[src/rtl/mipi_csi2_rx_depacketizer.sv]
// CSI-2 receive depacketizer: parses lane-merged packet headers, checks ECC and
// payload CRC-16, and streams one 24-bit pixel per payload word onto AXI-Stream.
module mipi_csi2_rx_depacketizer #(
  parameter logic [1:0] VC_ID     = 2'd0,
  parameter logic [5:0] DATA_TYPE = 6'h24
) (
  input  logic        dphy_clk_200M,
  input  logic        rst_n_200mhz,
  input  logic [31:0] rx_data,
  input  logic        rx_valid,
  input  logic        rx_sot,
  input  logic        rx_eot,
  output logic [23:0] m_axis_tdata,
  output logic        m_axis_tvalid,
  output logic        m_axis_tlast,
  output logic        m_axis_tuser,
  input  logic        m_axis_tready,
  output logic        frame_start,
  output logic        frame_done,
  output logic [15:0] line_count,
  output logic        ecc_err,
  output logic        crc_err,
  output logic        trunc_err,
  output logic        overflow,
  input  logic        err_clear,
  output logic [7:0]  crc_err_cnt
);

  typedef enum logic [1:0] {IDLE = 2'd0, PAYLOAD = 2'd1, CRC = 2'd2, DISCARD = 2'd3} state_t;

  function automatic logic [5:0] ecc6(input logic [23:0] d);
    logic [5:0] p;
    p[0] = d[0]^d[1]^d[2]^d[4]^d[5]^d[7]^d[10]^d[11]^d[13]^d[16]^d[20]^d[21]^d[22]^d[23];
    p[1] = d[0]^d[1]^d[3]^d[4]^d[6]^d[8]^d[10]^d[12]^d[14]^d[17]^d[20]^d[21]^d[22]^d[23];
    p[2] = d[0]^d[2]^d[3]^d[5]^d[6]^d[9]^d[11]^d[12]^d[15]^d[18]^d[20]^d[21]^d[22];
    p[3] = d[1]^d[2]^d[3]^d[7]^d[8]^d[9]^d[13]^d[14]^d[15]^d[19]^d[20]^d[21]^d[23];
    p[4] = d[4]^d[5]^d[6]^d[7]^d[8]^d[9]^d[16]^d[17]^d[18]^d[19]^d[20]^d[22]^d[23];
    p[5] = d[10]^d[11]^d[12]^d[13]^d[14]^d[15]^d[16]^d[17]^d[18]^d[19]^d[21]^d[22]^d[23];
    return p;
  endfunction

  // Reflected form of x^16+x^12+x^5+1; bit i of the word goes in i-th (byte0 LSB first).
  function automatic logic [15:0] crc16_word(input logic [15:0] c, input logic [31:0] w);
    logic [15:0] r;
    r = c;
    for (int i = 0; i < 32; i++) begin
      r = (r >> 1) ^ ((r[0] ^ w[i]) ? 16'h8408 : 16'h0000);
    end
    return r;
  endfunction

  state_t      state_q, state_d;
  logic [13:0] wcnt_q, wcnt_d;
  logic [15:0] crc_q, crc_d;
  logic        tuser_pend_q, tuser_pend_d;
  logic [15:0] line_count_q, line_count_d;
  logic [7:0]  crc_err_cnt_q, crc_err_cnt_d;
  logic        overflow_q, overflow_d;
  logic [23:0] tdata_q, tdata_d;
  logic        tvalid_q, tvalid_d;
  logic        tlast_q, tlast_d;
  logic        tuser_q, tuser_d;
  logic        frame_start_q, frame_start_d;
  logic        frame_done_q, frame_done_d;
  logic        ecc_err_q, ecc_err_d;
  logic        crc_err_q, crc_err_d;
  logic        trunc_err_q, trunc_err_d;
  logic        overflow_set, cnt_inc;

  logic [1:0]  hdr_vc;
  logic [5:0]  hdr_dt;
  logic [15:0] hdr_wc;
  logic        is_hdr, is_word, hdr_ok, vc_match, is_short, long_ok, last_word, out_free;

  assign hdr_vc    = rx_data[7:6];
  assign hdr_dt    = rx_data[5:0];
  assign hdr_wc    = rx_data[23:8];
  assign hdr_ok    = (rx_data[31:24] == {2'b00, ecc6(rx_data[23:0])});
  assign is_hdr    = rx_valid & rx_sot;
  assign is_word   = rx_valid & ~rx_sot;
  assign vc_match  = (hdr_vc == VC_ID);
  assign is_short  = (hdr_dt < 6'h10);
  assign long_ok   = vc_match && (hdr_dt == DATA_TYPE) && (hdr_wc != 16'd0) && (hdr_wc[1:0] == 2'b00);
  assign last_word = (wcnt_q == 14'd1);
  assign out_free  = ~tvalid_q | m_axis_tready;

  always_ff @(posedge dphy_clk_200M or negedge rst_n_200mhz) begin
    if (!rst_n_200mhz) begin
      state_q       <= IDLE;
      wcnt_q        <= '0;
      crc_q         <= '0;
      tuser_pend_q  <= 1'b0;
      line_count_q  <= '0;
      crc_err_cnt_q <= '0;
      overflow_q    <= 1'b0;
      tdata_q       <= '0;
      tvalid_q      <= 1'b0;
      tlast_q       <= 1'b0;
      tuser_q       <= 1'b0;
      frame_start_q <= 1'b0;
      frame_done_q  <= 1'b0;
      ecc_err_q     <= 1'b0;
      crc_err_q     <= 1'b0;
      trunc_err_q   <= 1'b0;
    end else begin
      state_q       <= state_d;
      wcnt_q        <= wcnt_d;
      crc_q         <= crc_d;
      tuser_pend_q  <= tuser_pend_d;
      line_count_q  <= line_count_d;
      crc_err_cnt_q <= crc_err_cnt_d;
      overflow_q    <= overflow_d;
      tdata_q       <= tdata_d;
      tvalid_q      <= tvalid_d;
      tlast_q       <= tlast_d;
      tuser_q       <= tuser_d;
      frame_start_q <= frame_start_d;
      frame_done_q  <= frame_done_d;
      ecc_err_q     <= ecc_err_d;
      crc_err_q     <= crc_err_d;
      trunc_err_q   <= trunc_err_d;
    end
  end

  always_comb begin
    state_d = state_q;
    if (is_hdr) begin
      if (!hdr_ok)       state_d = rx_eot ? IDLE : DISCARD;
      else if (is_short) state_d = IDLE;
      else if (long_ok)  state_d = rx_eot ? IDLE : PAYLOAD;
      else               state_d = rx_eot ? IDLE : DISCARD;
    end else if (is_word) begin
      case (state_q)
        PAYLOAD: begin
          if (last_word)   state_d = rx_eot ? IDLE : CRC;
          else if (rx_eot) state_d = IDLE;
        end
        CRC:     state_d = IDLE;
        DISCARD: if (rx_eot) state_d = IDLE;
        default: state_d = state_q;
      endcase
    end
  end

  always_comb begin
    wcnt_d        = wcnt_q;
    crc_d         = crc_q;
    tuser_pend_d  = tuser_pend_q;
    line_count_d  = line_count_q;
    tdata_d       = tdata_q;
    tvalid_d      = tvalid_q & ~m_axis_tready;
    tlast_d       = tlast_q;
    tuser_d       = tuser_q;
    frame_start_d = 1'b0;
    frame_done_d  = 1'b0;
    ecc_err_d     = 1'b0;
    crc_err_d     = 1'b0;
    trunc_err_d   = 1'b0;
    overflow_set  = 1'b0;
    cnt_inc       = 1'b0;

    if (is_hdr) begin
      trunc_err_d = (state_q == PAYLOAD) || (state_q == CRC);
      if (!hdr_ok) begin
        ecc_err_d = 1'b1;
      end else if (is_short) begin
        if (vc_match && hdr_dt == 6'h00) begin
          frame_start_d = 1'b1;
          line_count_d  = '0;
          tuser_pend_d  = 1'b1;
        end
        if (vc_match && hdr_dt == 6'h01) frame_done_d = 1'b1;
      end else if (long_ok) begin
        wcnt_d = hdr_wc[15:2];
        crc_d  = 16'hFFFF;
        // A long header that also ends the transmission cannot carry its payload.
        if (rx_eot) trunc_err_d = 1'b1;
      end
    end else if (is_word) begin
      if (state_q == PAYLOAD) begin
        crc_d        = crc16_word(crc_q, rx_data);
        wcnt_d       = wcnt_q - 14'd1;
        tuser_pend_d = 1'b0;
        if (out_free) begin
          tvalid_d = 1'b1;
          tdata_d  = rx_data[23:0];
          tlast_d  = last_word;
          tuser_d  = tuser_pend_q;
        end else begin
          overflow_set = 1'b1;
        end
        if (rx_eot) trunc_err_d = 1'b1;
      end else if (state_q == CRC) begin
        if (rx_data[15:0] != crc_q) begin
          crc_err_d = 1'b1;
          cnt_inc   = 1'b1;
        end
        line_count_d = line_count_q + 16'd1;
      end
    end

    // A new error in the same cycle as err_clear takes precedence.
    overflow_d = overflow_set ? 1'b1 : (err_clear ? 1'b0 : overflow_q);
    if (cnt_inc)        crc_err_cnt_d = (crc_err_cnt_q == 8'hFF) ? 8'hFF : crc_err_cnt_q + 8'd1;
    else if (err_clear) crc_err_cnt_d = '0;
    else                crc_err_cnt_d = crc_err_cnt_q;
  end

  assign m_axis_tdata  = tdata_q;
  assign m_axis_tvalid = tvalid_q;
  assign m_axis_tlast  = tlast_q;
  assign m_axis_tuser  = tuser_q;
  assign frame_start   = frame_start_q;
  assign frame_done    = frame_done_q;
  assign line_count    = line_count_q;
  assign ecc_err       = ecc_err_q;
  assign crc_err       = crc_err_q;
  assign trunc_err     = trunc_err_q;
  assign overflow      = overflow_q;
  assign crc_err_cnt   = crc_err_cnt_q;

endmodule

[config.mk]
export PLATFORM = sky130hd
export DESIGN_NAME = mipi_csi2_rx_depacketizer
export DESIGN_NICKNAME = d
export VERILOG_FILES = /design/src/rtl/mipi_csi2_rx_depacketizer.sv
export SDC_FILE = /design/constraint.sdc
export NUM_CORES = 1
export LEC_CHECK = 0
export CORE_UTILIZATION = 45
export DETAILED_ROUTE_END_ITERATION = 8
export MAX_ROUTING_LAYER = met4
export PLACE_DENSITY = 0.69
export SETUP_SLACK_MARGIN = 0.1
export SLEW_MARGIN = 20
export SYNTH_ARGS = -nofsm -noshare
export SYNTH_HDL_FRONTEND = slang
export SYNTH_SLANG_ARGS = --single-unit
[constraint.sdc]
create_clock -name dphy_clk_200M -period 6 [get_ports dphy_clk_200M]
set_input_delay 0.6 -clock dphy_clk_200M [delete_from_list [all_inputs] [get_ports dphy_clk_200M]]
set_output_delay 0.6 -clock dphy_clk_200M [all_outputs]
set_load 0.03 [all_outputs]
# Word level (Yosys, flattened, before mapping)
# Cells that the tools add are included.
# classes
addsub,3
n_lt_le_gt_ge,1
eq_ne,15
muxes,104
bitwise_logic,145
reduce_logical,21
# ops
cell,count
$mux W16,45
$xor A15 B16 Y16,32
$xor A1 B1 Y1,105
$mux W14,6
$mux W1,40
$mux W8,3
$mux W2,9
$add A16 B1 Y16 const B,1
$ne A16 B16 Y1,1
$reduce_bool A16 Y1,1
$eq A14 B1 Y1 const B,1
$sub A14 B1 Y14 const B,1
$reduce_and A5 Y1,2
$reduce_bool A2 Y1,5
$add A8 B1 Y8 const B,1
$eq A8 B6 Y1,1
$eq A8 B8 Y1 const B,1
$ne A2 B1 Y1 const B,4
$eq A6 B1 Y1 const B,1
$eq A6 B6 Y1 const B,1
$logic_not A6 Y1,1
$lt A6 B5 Y1 const B,1
$pmux W2 S3,1
$reduce_and A6 Y1,1
other kinds (12),24
# word_totals
regBits,90
word_cells,305

# Longest topological paths before layout
# depth
word_depth,99
mapped_depth,13
mapped_depth_nobuf,10

# Least setup slack after synthesis
# OpenSTA, ideal clock, no wires.
# synth_timing
kind,input-to-reg
from,in rx_data[14]
to,reg line_count_q[4] (netlist: line_count[4])
arrival_time_ns,2.999
slack_ns,2.924
stages,10
path_buffers,2
path_cell_list,clkbuf_1 -> xnor3_2 -> xor2_2 -> xnor2_1 -> or3_4 -> a22oi_4 -> a31oi_2 -> buf_6 -> or4_1 -> a21oi_1
# synth_between
elab_chain_len,12
elab_cells_between_ends,24
cone_classes,2 x eq/ne; 21 x bitwise; 1 x reduce/logical
# synth_rtl
element,line_no,text
"start, declared",9,"input logic [31:0] rx_data,"
$xor A1 B1 Y1 (9 in series),38,p[5] = d[10]^d[11]^d[12]^d[13]^d[14]^d[15]^d[16]^d[17]^d[18]^d[19]^d[21]^d[22]^d[23];
$eq A8 B6 Y1 (*),78,"assign hdr_ok = (rx_data[31:24] == {2'b00, ecc6(rx_data[23:0])});"
$ne A2 B1 Y1 (no line) (*),n/a,
$reduce_and A6 Y1 (no line) (*),n/a,
"end signal, assigned",110,line_count_q <= line_count_d;
"end, declared",56,"logic [15:0] line_count_q, line_count_d;"
# Mark *: on every way between the ends. The rest lies on a longest branch, timed or not.
# A chain may end at the register's enable or synchronous reset.

# Worst setup path after layout
# layout_timing
from,in rx_data[10]
to,reg line_count_q[6] (netlist: line_count[6])
# layout_between
elab_chain_len,15
elab_cells_between_ends,31
cone_classes,2 x eq/ne; 28 x bitwise; 1 x reduce/logical
# layout_rtl
element,line_no
$xor A1 B1 Y1 (12 in series),38
$eq A8 B6 Y1 (*),78
$ne A2 B1 Y1 (no line) (*),n/a
$reduce_and A6 Y1 (no line) (*),n/a
# Marks and branches as above.

==> impl_metrics.tcl <==
set metrics [dict create \
    cp_slowest_cell "clkdlybuf4s50_1" \
    synth_top_cell_by_area "dfrtp_1" \
    dp_hpwl_um 11900 \
    crit_path_frequent_cell "xnor2_1" \
    die_h_um 118 \
    netlist_area_um2 6080 \
    layout_worst_path_cycle_share 0.647 \
    routed_wl_um 16200 \
    core_area_um2 13200 \
    placed_cells 837 \
    postSynthCellCount 594 \
    startpoint_type "input port" \
    initial_core_util 0.461 \
    seq_area_frac_synth 0.370 \
    area_growth_pct 21.7 \
    clkTransAtPathRegs_ns 0.06 \
    skew_ns 0.00844 \
    worstPathMaxFanout 30 \
    root_buffer "clkbuf_16" \
    portBuffers 95 \
    cts-htree-levels 3 \
    rsz0062_at_grt "false" \
    ys_warn_count 0 \
    tns_ns 0 \
    drtIter0Drc 415 \
    hold_viol_final 0 \
    fp-row-count 42 \
    clock_latency_ns 0.35 \
    path_cells "clkdlybuf4s50_1 > inv_1 > ha_1 > xor2_1 > xnor2_1 > xnor2_1 > xnor2_1 > nor4_2 > a31oi_2 > or4_1 > a21oi_1" \
    arrival_ns 4.15 \
    setup_viol 0 \
    grt_pass1_wl_um 25800 \
    routedWlPerCell_um 19.0 \
    synth_async_sr_flop_share 1.00 \
    syn-mean-instance-area_um2 10.2 \
    hold_class "input port to async pin" \
    maxClockFrequency_mhz 258 \
    syn_nets 646 \
    ant_nets 0 \
    synthTopCellsByArea "dfrtp_1, xnor2_1, xnor2_2" \
    fp.dieW_um 118 \
    ctsResizeCount 0 \
    drc_errors 0 \
    critPathCaptureType "flip-flop" \
    nFillCells 1130 \
    worstMarginPinSlew_ns 0.976 \
    grt_pass1_vias 4625 \
    grtUsageTotal 0.250 \
    drive_gt1_frac 0.105 \
    synth.top_cell.area_share 0.370 \
    fin_cells 852 \
    slew-limit-headroom 0.347 \
    clock_path_buffers 2 \
    ys_top_cells_by_count "dfrtp_1, xnor2_1, nor2_1, nand2_1, o21ai_0" \
    grt_max_degree 49 \
    cts_tree "yes" \
    synth_edf_count 0 \
    antenna_found_initial 0 \
    grt.overflow.total 0 \
    cp_num_buf_inv 2 \
    vias_per_cell 5.63 \
    n_antenna_cell 0 \
    crit_type "input port to flip-flop" \
    postCtsHoldBufs 0 \
    min_period_ns 3.88 \
    slew_violations 0 \
    outcome "finished clean" \
    nets 724 \
    cts_buffers 9 \
    ys_seq_elements 90 \
    fp.dieArea_um2 14000 \
    io_pins 96 \
    critPathMaxStageDelay_ns 0.65 \
    max_cap_viol_count 0 \
    cp.required_ns 6.26 \
    cts.sinks 90 \
    synth_cell_types 56 \
    yosysMostFrequentCell "dfrtp_1" \
    synthFlopType "dfrtp_1" \
    cts_setup_buffers 0 \
    routabilityCongestion 0.906 \
    cp_top_family "simple AND/OR/NAND/NOR gates" \
    vias 4793 \
    drtPass1Iterations 5 \
]
## metal layers
layer,vias up,GRT usage,routed length (um)
met5,-,-,0
met4,0,0.0994,411
met3,31,0.0396,863
met2,171,0.381,7630
met1,2330,0.335,7260
li1,2261,-,-
## path summary, 6_finish.rpt
check / start / to / slack (ns) / cells past startpoint
setup / recovery: rx_data[10] / line_count[6] / 2.12 / 11
max in group asynchronous: rst_n_200mhz / state_q[0] / 4.69 / 2
setup reg to reg: crc_q[1] / crc_q[7] / 2.93 / 8
hold reg to reg: m_axis_tdata[1] / m_axis_tdata[1] / 0.49 / 2
hold / removal: rst_n_200mhz / m_axis_tdata[9] / 0.26 / 1
min in group dphy_clk_200M: m_axis_tdata[1] / m_axis_tdata[1] / 0.49 / 2
## registers in the layout (all words and copies together) (netlist names)
register       count
m_axis_tdata      24
crc_q             16
line_count        16
wcnt_q            14
crc_err_cnt        8
state_q            2
crc_err            1
ecc_err            1
frame_done         1
frame_start        1
m_axis_tlast       1
m_axis_tuser       1
m_axis_tvalid      1
overflow           1
trunc_err          1
tuser_pend_q       1
## per-stage QoR
stage	cell area (um2)	util	setup slack (ns)	hold slack [ns]
2_1_floorplan	6080	-	2.92	0.304
3_3_place_gp	7140	0.541	1.87	0.467
3_5_place_dp	7140	0.541	1.80	0.480
4_1_cts	7400	0.561	2.16	0.285
5_1_grt	7400	0.561	1.95	0.292
6_report	7400	0.561	2.12	0.255
## layout by cell type (no fill, tap or decap), drive strengths merged, types with 3 or more instances in the layout
cell type | synthesis | layout
xor2 | 27 | 27
and2 | 4 | 4
o31ai | 3 | 3
xnor2 | 98 | 98
a22oi | 23 | 23
inv | 16 | 18
nand4b | 3 | 3
buf | 13 | 7
nand4 | 14 | 14
nor4 | 6 | 6
a21oi | 28 | 28
clkinv | 0 | 3
clkbuf | 21 | 9
dfrtp | 90 | 90
and3 | 5 | 5
nand3 | 20 | 20
clkdlybuf4s50 | 0 | 94
or3 | 13 | 13
a32o | 4 | 4
nor2 | 44 | 44
mux2 | 19 | 19
xnor3 | 14 | 14
nor3 | 11 | 11
a31oi | 11 | 11
ha | 13 | 13
o22ai | 3 | 3
or4 | 4 | 4
o21ai | 30 | 30
nand2 | 29 | 29
nor4b | 3 | 3
## cell families (layout without fill, tap and decap cells)
| kind of cell | Yosys count | in the layout | share of synthesized area |
|---|---|---|---|
| compound gates | 114 | 114 | 0.121 |
| xor+xnor | 141 | 141 | 0.265 |
| fa+ha+maj | 13 | 13 | 0.0267 |
| buf+inv | 50 | 132 | 0.0364 |
| flops | 90 | 90 | 0.370 |
| mux | 21 | 21 | 0.0385 |
| simple gates | 165 | 165 | 0.143 |
## worst reg2reg max path: stages, from the launching register on
cell,delay (ns)
dfrtp_1,0.40
xnor2_1,0.55
xnor3_1,0.38
xnor2_2,0.27
xor3_2,0.54
xnor2_2,0.21
xnor2_2,0.34
xnor2_1,0.16
a22oi_1,0.08
## final cells by class
| class | count | area (um2) | share of cell area |
|---|---|---|---|
| Tap cell | 176 | 220 | 0.0297 |
| Timing Repair Buffer | 101 | 993 | 0.134 |
| Clock inverter | 6 | 40.0 | 0.00541 |
| Multi-Input combinational cell | 454 | 3610 | 0.488 |
| Clock buffer | 9 | 225 | 0.0304 |
| Inverter | 16 | 60.1 | 0.00811 |
| Sequential cell | 90 | 2250 | 0.304 |
Power is not shown: default switching activity piles up to over one toggle a cycle in this logic, so the estimate is an artifact.
